[src/rtl/jk_seq_pkg.sv]
// jk_seq_pkg: command op codes and controller state encodings for the JK register sequencer
package jk_seq_pkg;
  typedef enum logic [1:0] {OP_HOLD = 2'b00, OP_UP = 2'b01, OP_DOWN = 2'b10, OP_LOAD = 2'b11} op_t;
  typedef enum logic [1:0] {S_IDLE, S_RUN, S_DONE} state_t;
endpackage

[src/rtl/jk_cell.sv]
// jk_cell: single JK flip-flop with asynchronous active-high reset to 0
module jk_cell (
  input  logic Clk,
  input  logic rst,
  input  logic J,
  input  logic K,
  output logic Q
);
  always_ff @(posedge Clk or posedge rst)
    if (rst) Q <= 1'b0;
    else Q <= (J & ~Q) | (~K & Q);
endmodule

[src/rtl/jk_bank_sequencer.sv]
// jk_bank_sequencer: valid/ready command controller driving a bank of JK cells
module jk_bank_sequencer
  import jk_seq_pkg::*;
#(
  parameter int WIDTH = 4,
  parameter int LEN_W = 8
) (
  input  logic             Clk,
  input  logic             rst,
  input  logic             cmd_valid,
  output logic             cmd_ready,
  input  logic [1:0]       cmd_op,
  input  logic [WIDTH-1:0] cmd_data,
  input  logic [LEN_W-1:0] cmd_len,
  output logic [WIDTH-1:0] Q,
  output logic             busy,
  output logic             done,
  output logic             wrap
);
  state_t state, state_n;
  op_t op;
  logic [WIDTH-1:0] data, j, k, t_up, t_dn;
  logic [LEN_W-1:0] cnt;
  logic run, accept;
  assign cmd_ready = state == S_IDLE;
  assign busy = state != S_IDLE;
  assign done = state == S_DONE;
  assign run = state == S_RUN;
  assign accept = cmd_valid && cmd_ready;
  always_comb begin
    state_n = state;
    if (accept) state_n = (op_t'(cmd_op) != OP_LOAD && cmd_len == '0) ? S_DONE : S_RUN;
    else if (run && cnt == LEN_W'(1)) state_n = S_DONE;
    else if (state == S_DONE) state_n = S_IDLE;
  end
  // LOAD is treated as a one-step command so it shares the RUN exit condition
  always_ff @(posedge Clk or posedge rst)
    if (rst) begin
      state <= S_IDLE;
      op <= OP_HOLD;
      data <= '0;
      cnt <= '0;
      wrap <= 1'b0;
    end else begin
      state <= state_n;
      wrap <= run && ((op == OP_UP && &Q) || (op == OP_DOWN && ~|Q));
      if (accept) begin
        op <= op_t'(cmd_op);
        data <= cmd_data;
        cnt <= op_t'(cmd_op) == OP_LOAD ? LEN_W'(1) : cmd_len;
      end else if (run) cnt <= cnt - 1'b1;
    end
  for (genvar i = 0; i < WIDTH; i++) begin : g_bit
    if (i == 0) begin : g_lsb
      assign t_up[i] = 1'b1;
      assign t_dn[i] = 1'b1;
    end else begin : g_msb
      assign t_up[i] = &Q[i-1:0];
      assign t_dn[i] = ~|Q[i-1:0];
    end
    assign j[i] = run && (op == OP_LOAD ? data[i] : op == OP_UP ? t_up[i] : op == OP_DOWN && t_dn[i]);
    assign k[i] = run && (op == OP_LOAD ? !data[i] : op == OP_UP ? t_up[i] : op == OP_DOWN && t_dn[i]);
    jk_cell u_cell (.Clk(Clk), .rst(rst), .J(j[i]), .K(k[i]), .Q(Q[i]));
  end
endmodule

[config.mk]
export PLATFORM = sky130hd
export DESIGN_NAME = jk_bank_sequencer
export DESIGN_NICKNAME = d
export VERILOG_FILES = /design/src/rtl/jk_seq_pkg.sv /design/src/rtl/jk_cell.sv /design/src/rtl/jk_bank_sequencer.sv
export SDC_FILE = /design/constraint.sdc
export NUM_CORES = 1
export LEC_CHECK = 0
export ABC_AREA = 1
export BUFFER_PORTS_ARGS = -buffer_cell sky130_fd_sc_hd__buf_4
export CAP_MARGIN = 20
export CELL_PAD_IN_SITES_DETAIL_PLACEMENT = 0
export CELL_PAD_IN_SITES_GLOBAL_PLACEMENT = 1
export CORE_AREA = 10 10 70 72
export DETAILED_ROUTE_END_ITERATION = 6
export DIE_AREA = 0 0 80 82
export GPL_TIMING_DRIVEN = 0
export PLACE_DENSITY_LB_ADDON = 0.12
export SKIP_LAST_GASP = 1
export SYNTH_ARGS = -nofsm -noshare
export SYNTH_HDL_FRONTEND = slang
export SYNTH_HIERARCHICAL = 1
export SYNTH_SLANG_ARGS = --single-unit
[constraint.sdc]
create_clock -name Clk -period 2 [get_ports Clk]
set_input_delay 0.3 -clock Clk [delete_from_list [all_inputs] [get_ports Clk]]
set_output_delay 0.3 -clock Clk [all_outputs]
set_load 0.02 [all_outputs]
; Word level (Yosys, flattened, before mapping)
; Cells that the tools add are included.
[totals]
regBits = 21
output_inout_bits = 8
[op_classes]
add_sub_neg = 1
n_eq_ne = 8
muxes = 19
bitwise_logic = 20
n_reduce_logical = 37
[ops]
columns = op, count
row1 = $mux 8, 3
row2 = $logic_and 1x1->1, 17
row3 = $mux 1, 12
row4 = $and 1x1->1, 8
row5 = $eq 2x2->1 const B, 4
row6 = $eq 8x1->1 const B, 1
row7 = $logic_not 1->1, 8
row8 = $logic_not 8->1, 1
row9 = $mux 2, 4
row10 = $not 1->1, 8
row11 = $sub 8x1->8 const B, 1
row12 = $eq 2x1->1 const B, 2
row13 = $or 1x1->1, 4
row14 = $reduce_and 4->1, 1
row15 = $reduce_bool 2->1, 2
row16 = $reduce_or 4->1, 1
row17 = $reduce_and 3->1, 1
row18 = $reduce_bool 3->1, 1
row19 = $reduce_or 3->1, 1
row20 = $logic_not 2->1, 1
row21 = $ne 2x2->1 const B, 1
row22 = $reduce_and 2->1, 1
row23 = $reduce_or 2->1, 1
row24 = $logic_or 1x1->1, 1

; Depth between registers and ports, before layout
[depth]
ltp_word = 9
mapped_depth = 11
depth_no_buf = 11

; Modules after synthesis
; The synthesis kept the hierarchy.
[by_module_without_submodules]
columns = module, n_inst, cells_each, area_per_inst_um2
row1 = jk_bank_sequencer, 1, 174, 1193.6
row2 = jk_cell, 4, 7, 47.5

; Worst setup path before layout
; OpenSTA, ideal clock, no wires.
[synth_timing]
path_type = reg-to-reg
start = register op[1]
end = register g_bit[3].u_cell.Q
arrival_time_ns = 1.277
setup_slack_ns = 0.606
stages_incl_launch_ff = 12
n_path_buf = 0
synth_period_minus_slack_ns = 1.394
cell_sequence = dfrtp_1 -> inv_1 -> ha_1 -> nand3_1 -> nor2_1 -> nor2_1 -> o21ai_0 -> nand2_1 -> a21oi_1 -> inv_1 -> nand2_1 -> nand2_1
[synth_via]
elab_chain_cells = 8
[synth_lines]
columns = item, line
row1 = "start, declared", jk_bank_sequencer.sv:21  ; op_t op;
row2 = "start signal, assigned", jk_bank_sequencer.sv:48  ; op <= op_t'(cmd_op);
row3 = $eq 2x2->1, jk_bank_sequencer.sv:62  ; assign k[i] = run && (op == OP_LOAD ? !data[i] : op == OP_UP ? t_up[i] : op == OP_DOWN && t_dn[i]);
row4 = $logic_and 1x1->1, jk_bank_sequencer.sv:62
row5 = $mux 1, jk_bank_sequencer.sv:62
row6 = $mux 1 *, jk_bank_sequencer.sv:62
row7 = $logic_and 1x1->1 *, jk_bank_sequencer.sv:62
row8 = net k[3], jk_bank_sequencer.sv:22  ; logic [WIDTH-1:0] data, j, k, t_up, t_dn;
row9 = $not 1->1 *, jk_cell.sv:11  ; else Q <= (J & ~Q) | (~K & Q);
row10 = $and 1x1->1 *, jk_cell.sv:11
row11 = $or 1x1->1 *, jk_cell.sv:11
row12 = "end signal, assigned", jk_cell.sv:11
row13 = "end, declared", jk_cell.sv:7  ; output logic Q
; Mark *: on every way through the listed nets, which the timed path passes. The rest lies on a longest branch.
; A chain may end at the register's enable or synchronous reset.

; Final worst setup path
; Ends and elaborated chain as after synthesis.

==> results <==
- Entering global routing, the biggest net connects 18 pins.
- In the layout the commonest cells are nand2_1, inv_1, nor2_1.
- Once detail routing completed, the nets flagged for antenna violations numbered 0.
- Global routing consumed, over all layers together, 11.5% of the routing resources.
- The critical register-to-register path startpoint is op[1]$_DFFE_PP0N_.
- The area enclosed by the die boundary is 0.00656 mm^2.
- The slowest cell on the critical path is dfrtp_1.
- The setup slack after placement is 448 ps.
- The post-route setup TNS is 0 ps.
- Of the total synthesized cell area, the portion taken by AND, OR, NAND and NOR gates is 31.8%.
- The arrival time of data at the critical path endpoint is 1780 ps.
- The starting density of the core is 38.7%.
- Setup violations remaining at the end of the flow were counted as 0.
- Setup repair after global routing left no endpoint under its margin.
- In the post-route analysis, the smallest setup slack over all paths is 443 ps.
- The number of global-route vias before repair came to 1359.
- The total nets after synthesis is 224.
- The destination of the worst hold path is data[3]$_DFFE_PP0N_.
- The floorplan has 22 rows.
- After detailed routing, the number of remaining DRC violations is 0.
- The I/O pin count is 25.
- For this run, the register share of the synthesized area comes to 38.0%.
- The number of gates resized after CTS was 0.
- Dividing the final minimum period by the clock period gives 77.9%.
- The synthesized netlist devotes 4.52% of its cell area to adder and majority cells.
- The worst min-delay path class is primary input to register.
- In this run, synthesis inferred 0 flip-flops with an integrated enable.
- The chip height is 82 um.
- The number of hold buffers added after cts is 1.
- Among all flip-flop cells after synthesis, the most frequent one is dfrtp_1.
- The xor/xnor share of the synthesized area is 0.633%.
- The power per cell area is 413 mW/mm^2.
- Dividing the detail-routed via count by the number of cells gives 4.70.
- In this run the critical register-to-register path is captured at g_bit[3].u_cell/Q$_DFF_PP0_.
- The number of clock sinks seen by CTS is 21.
- For the worst setup path, the data required time is 2220 ps.
- The average instance in the mapped netlist occupies 6.85 um^2.
- The TritonCTS clock tree is built.
- The worst hold margin is 171 ps.
- The area added between synthesis and finish is 20.1%.
- Once detailed placement completed, the half-perimeter wirelength came to 2.72 mm.
- In this run the cell area measured after placement is 0.00162 mm^2.
- The number of different library cells in the post-synthesis netlist is 25.
- The clock-pin slew of the registers on the worst-case setup and hold paths is 140 ps.
- The total length of routed wires is 3.42 mm.
- The endpoint type of the worst setup path is a register.
- The worst register-to-register path has a depth of 11.
- The number of cells produced by synthesis is 202.
- The clock tree root driver cell is clkbuf_4.
- The initial detailed-routing violation count is 39.
- The final cell area excluding filler cells is 0.00166 mm^2.
- Summing over every cut layer, the via total after detailed routing is 1310.
- The main combinational cell family by area after synthesis is simple AND/OR/NAND/NOR gates.
- The setup check on the worst reg-to-reg path leaves a slack of 440 ps.
- The region available for standard cell placement spans 0.00358 mm^2.
- The first-pass GRT wire length is 6.06 mm.
- For the final database, setup skew stands at 12.7 ps.
- The count of endpoints failing hold in the final timing report is 0.
- The number of antenna cells inserted is 0.
- The max-cap violation count is 0.
- Headroom to the max-slew limit came out at 51.2%.
- The count of input and output buffers is 24.
- The most common cell after layout, fill and taps aside is nand2_1.
- For this run, the post-layout net count is 254.
- Of all nets on the critical path, the largest fanout is 5.
- Measured against the total synthesized area, the mux share comes to 0%.
- The origin of the worst setup path is op[1]$_DFFE_PP0N_.
- The routed wirelength normalized by instance count is 12.3 um.
- The remaining global-route overflow is 0.
- The TritonCTS buffer count is 3.
- The number of detailed-route iterations in the first pass is 6.
- The shortest clock period the worst path allows after layout is 1560 ps.
- CTS built an H-tree with a depth of 1.
- The proportion of register bits with asynchronous set or reset after synthesis is 100%.
- The Yosys step of the flow raised 6 warnings.
- At the end of routability-driven placement, the weighted congestion stood at 0.813.
- By startpoint and endpoint, the worst setup path is classified as register to register.
- The die is 80 um wide.
- Across the VDD grid, the largest voltage drop is 185 uV.
- Counting along the longest clock path gives a buffer depth of 2.
- Cells with a size suffix above 1 make up 16.9% of the layout.
- The maximum operating frequency is 642 MHz.
- The initial antenna violation count came to 0.
- For this run, the slowest stage of the critical path takes 420 ps.
- The flow ran to the end, and the final reports show no timing, DRC or antenna violations.
- The count of final max-slew check failures is 0.
- Summing every instance area after synthesis gives 0.00138 mm^2.
- The later-pin clock latency in the skew report is 310 ps.
- Counting stages on the worst path, the most repeated cell is nand2_1.
- The total of flip-flops plus latches after synthesis is 21.
- In this run the most critical hold path is launched from cmd_data[3].
- The worst hold path stage count is 3.
- The post-CTS setup buffer count is 0.
- The signal on the critical path passes through inv_1 -> ha_1 -> nand3_1 -> nor2_1 -> nor2_1 -> o21ai_0 -> nand2_1 -> a21oi_1 -> inv_1 -> nand2_1 -> nand2_1.
- The kind of start point of the critical path is a register.
- Total power for the finished layout comes to 0.000686 W.
- The pin slew with the least headroom to its limit is 731 ps.
- The area fraction in compound gates after synthesis is 12.1%.
- The analysis attributes to cell leakage a power of 0.872 nW.
==> where the power goes <==
part	switching, W	leakage (nW)	internal, W
Combinational	0.0000226	0.614	0.0000238
Clock	0.000140	0.0177	0.0000746
Sequential	0	0.241	0.000425
Total	0.000163	0.872	0.000523
==> area by class of cell <==
type | count | area, um^2
Fill cell | 386 | 1920
Multi-Input combinational cell | 137 | 679
Sequential cell | 21 | 526
Timing Repair Buffer | 25 | 190
Inverter | 41 | 159
Tap cell | 48 | 60.1
Clock buffer | 3 | 22.5
Buffer | 3 | 20.0
Clock inverter | 1 | 5.00
==> kinds of logic (layout without fill, tap and decap cells) <==
family	count (synthesis)	in the layout
fa+ha+maj	5	5
buf+inv	44	73
compound gates	30	30
simple gates	101	101
xor+xnor	1	1
flops	21	21
==> how the worst max path moves through the flow <==
| stage | endpoint | slack [ps] | cells past startpoint |
|---|---|---|---|
| after detailed placement | g_bit[3].u_cell/Q$_DFF_PP0_ | 450 | 11 |
| after global placement | g_bit[3].u_cell/Q$_DFF_PP0_ | 460 | 11 |
| after CTS | g_bit[3].u_cell/Q$_DFF_PP0_ | 440 | 11 |
| final | g_bit[3].u_cell/Q$_DFF_PP0_ | 440 | 11 |
| after global routing | g_bit[3].u_cell/Q$_DFF_PP0_ | 290 | 11 |
| after floorplan | g_bit[3].u_cell/Q$_DFF_PP0_ | 610 | 11 |
==> stage by stage <==
step	cells	utilization (%)
finish	279	46.4
detailed placement	274	45.4
global route	279	46.4
floorplan	202	-
CTS	279	46.4
global placement	274	45.4
==> registers in the layout, summed over array words and instances, names as in the netlist <==
register / flops
wrap: 1
g_bit.u_cell/Q: 4
state: 2
data: 4
op: 2
cnt: 8
==> worst max-delay path, delay by kind of cell (launching register included) <==
family	cells	cell delay, ps
compound gates	2	200
simple gates	6	500
fa+ha+maj	1	230
buf+inv	2	140
flops	1	420
==> routing by layer <==
layer / wire, um / GRT usage [%]
met3: 114 / 2.40
met1: 1460 / 12.5
met2: 1800 / 21.5
met5: 0 / 0
met4: 48 / 4.05
==> cells in the mapped netlist (3+ instances only) <==
| cell type | n | area, um^2 |
|---|---|---|
| inv_1 | 38 | 143 |
| dfrtp_1 | 21 | 526 |
| o21ai_0 | 6 | 30.0 |
| nor2_1 | 27 | 101 |
| nand3_1 | 14 | 70.1 |
| ha_1 | 5 | 62.6 |
| o21ai_1 | 7 | 35.0 |
| a21oi_1 | 10 | 50.1 |
| o211ai_1 | 3 | 22.5 |
| nor3_1 | 4 | 20.0 |
| nand2_1 | 50 | 188 |
Note: power is estimated with default switching activity, not from simulation.
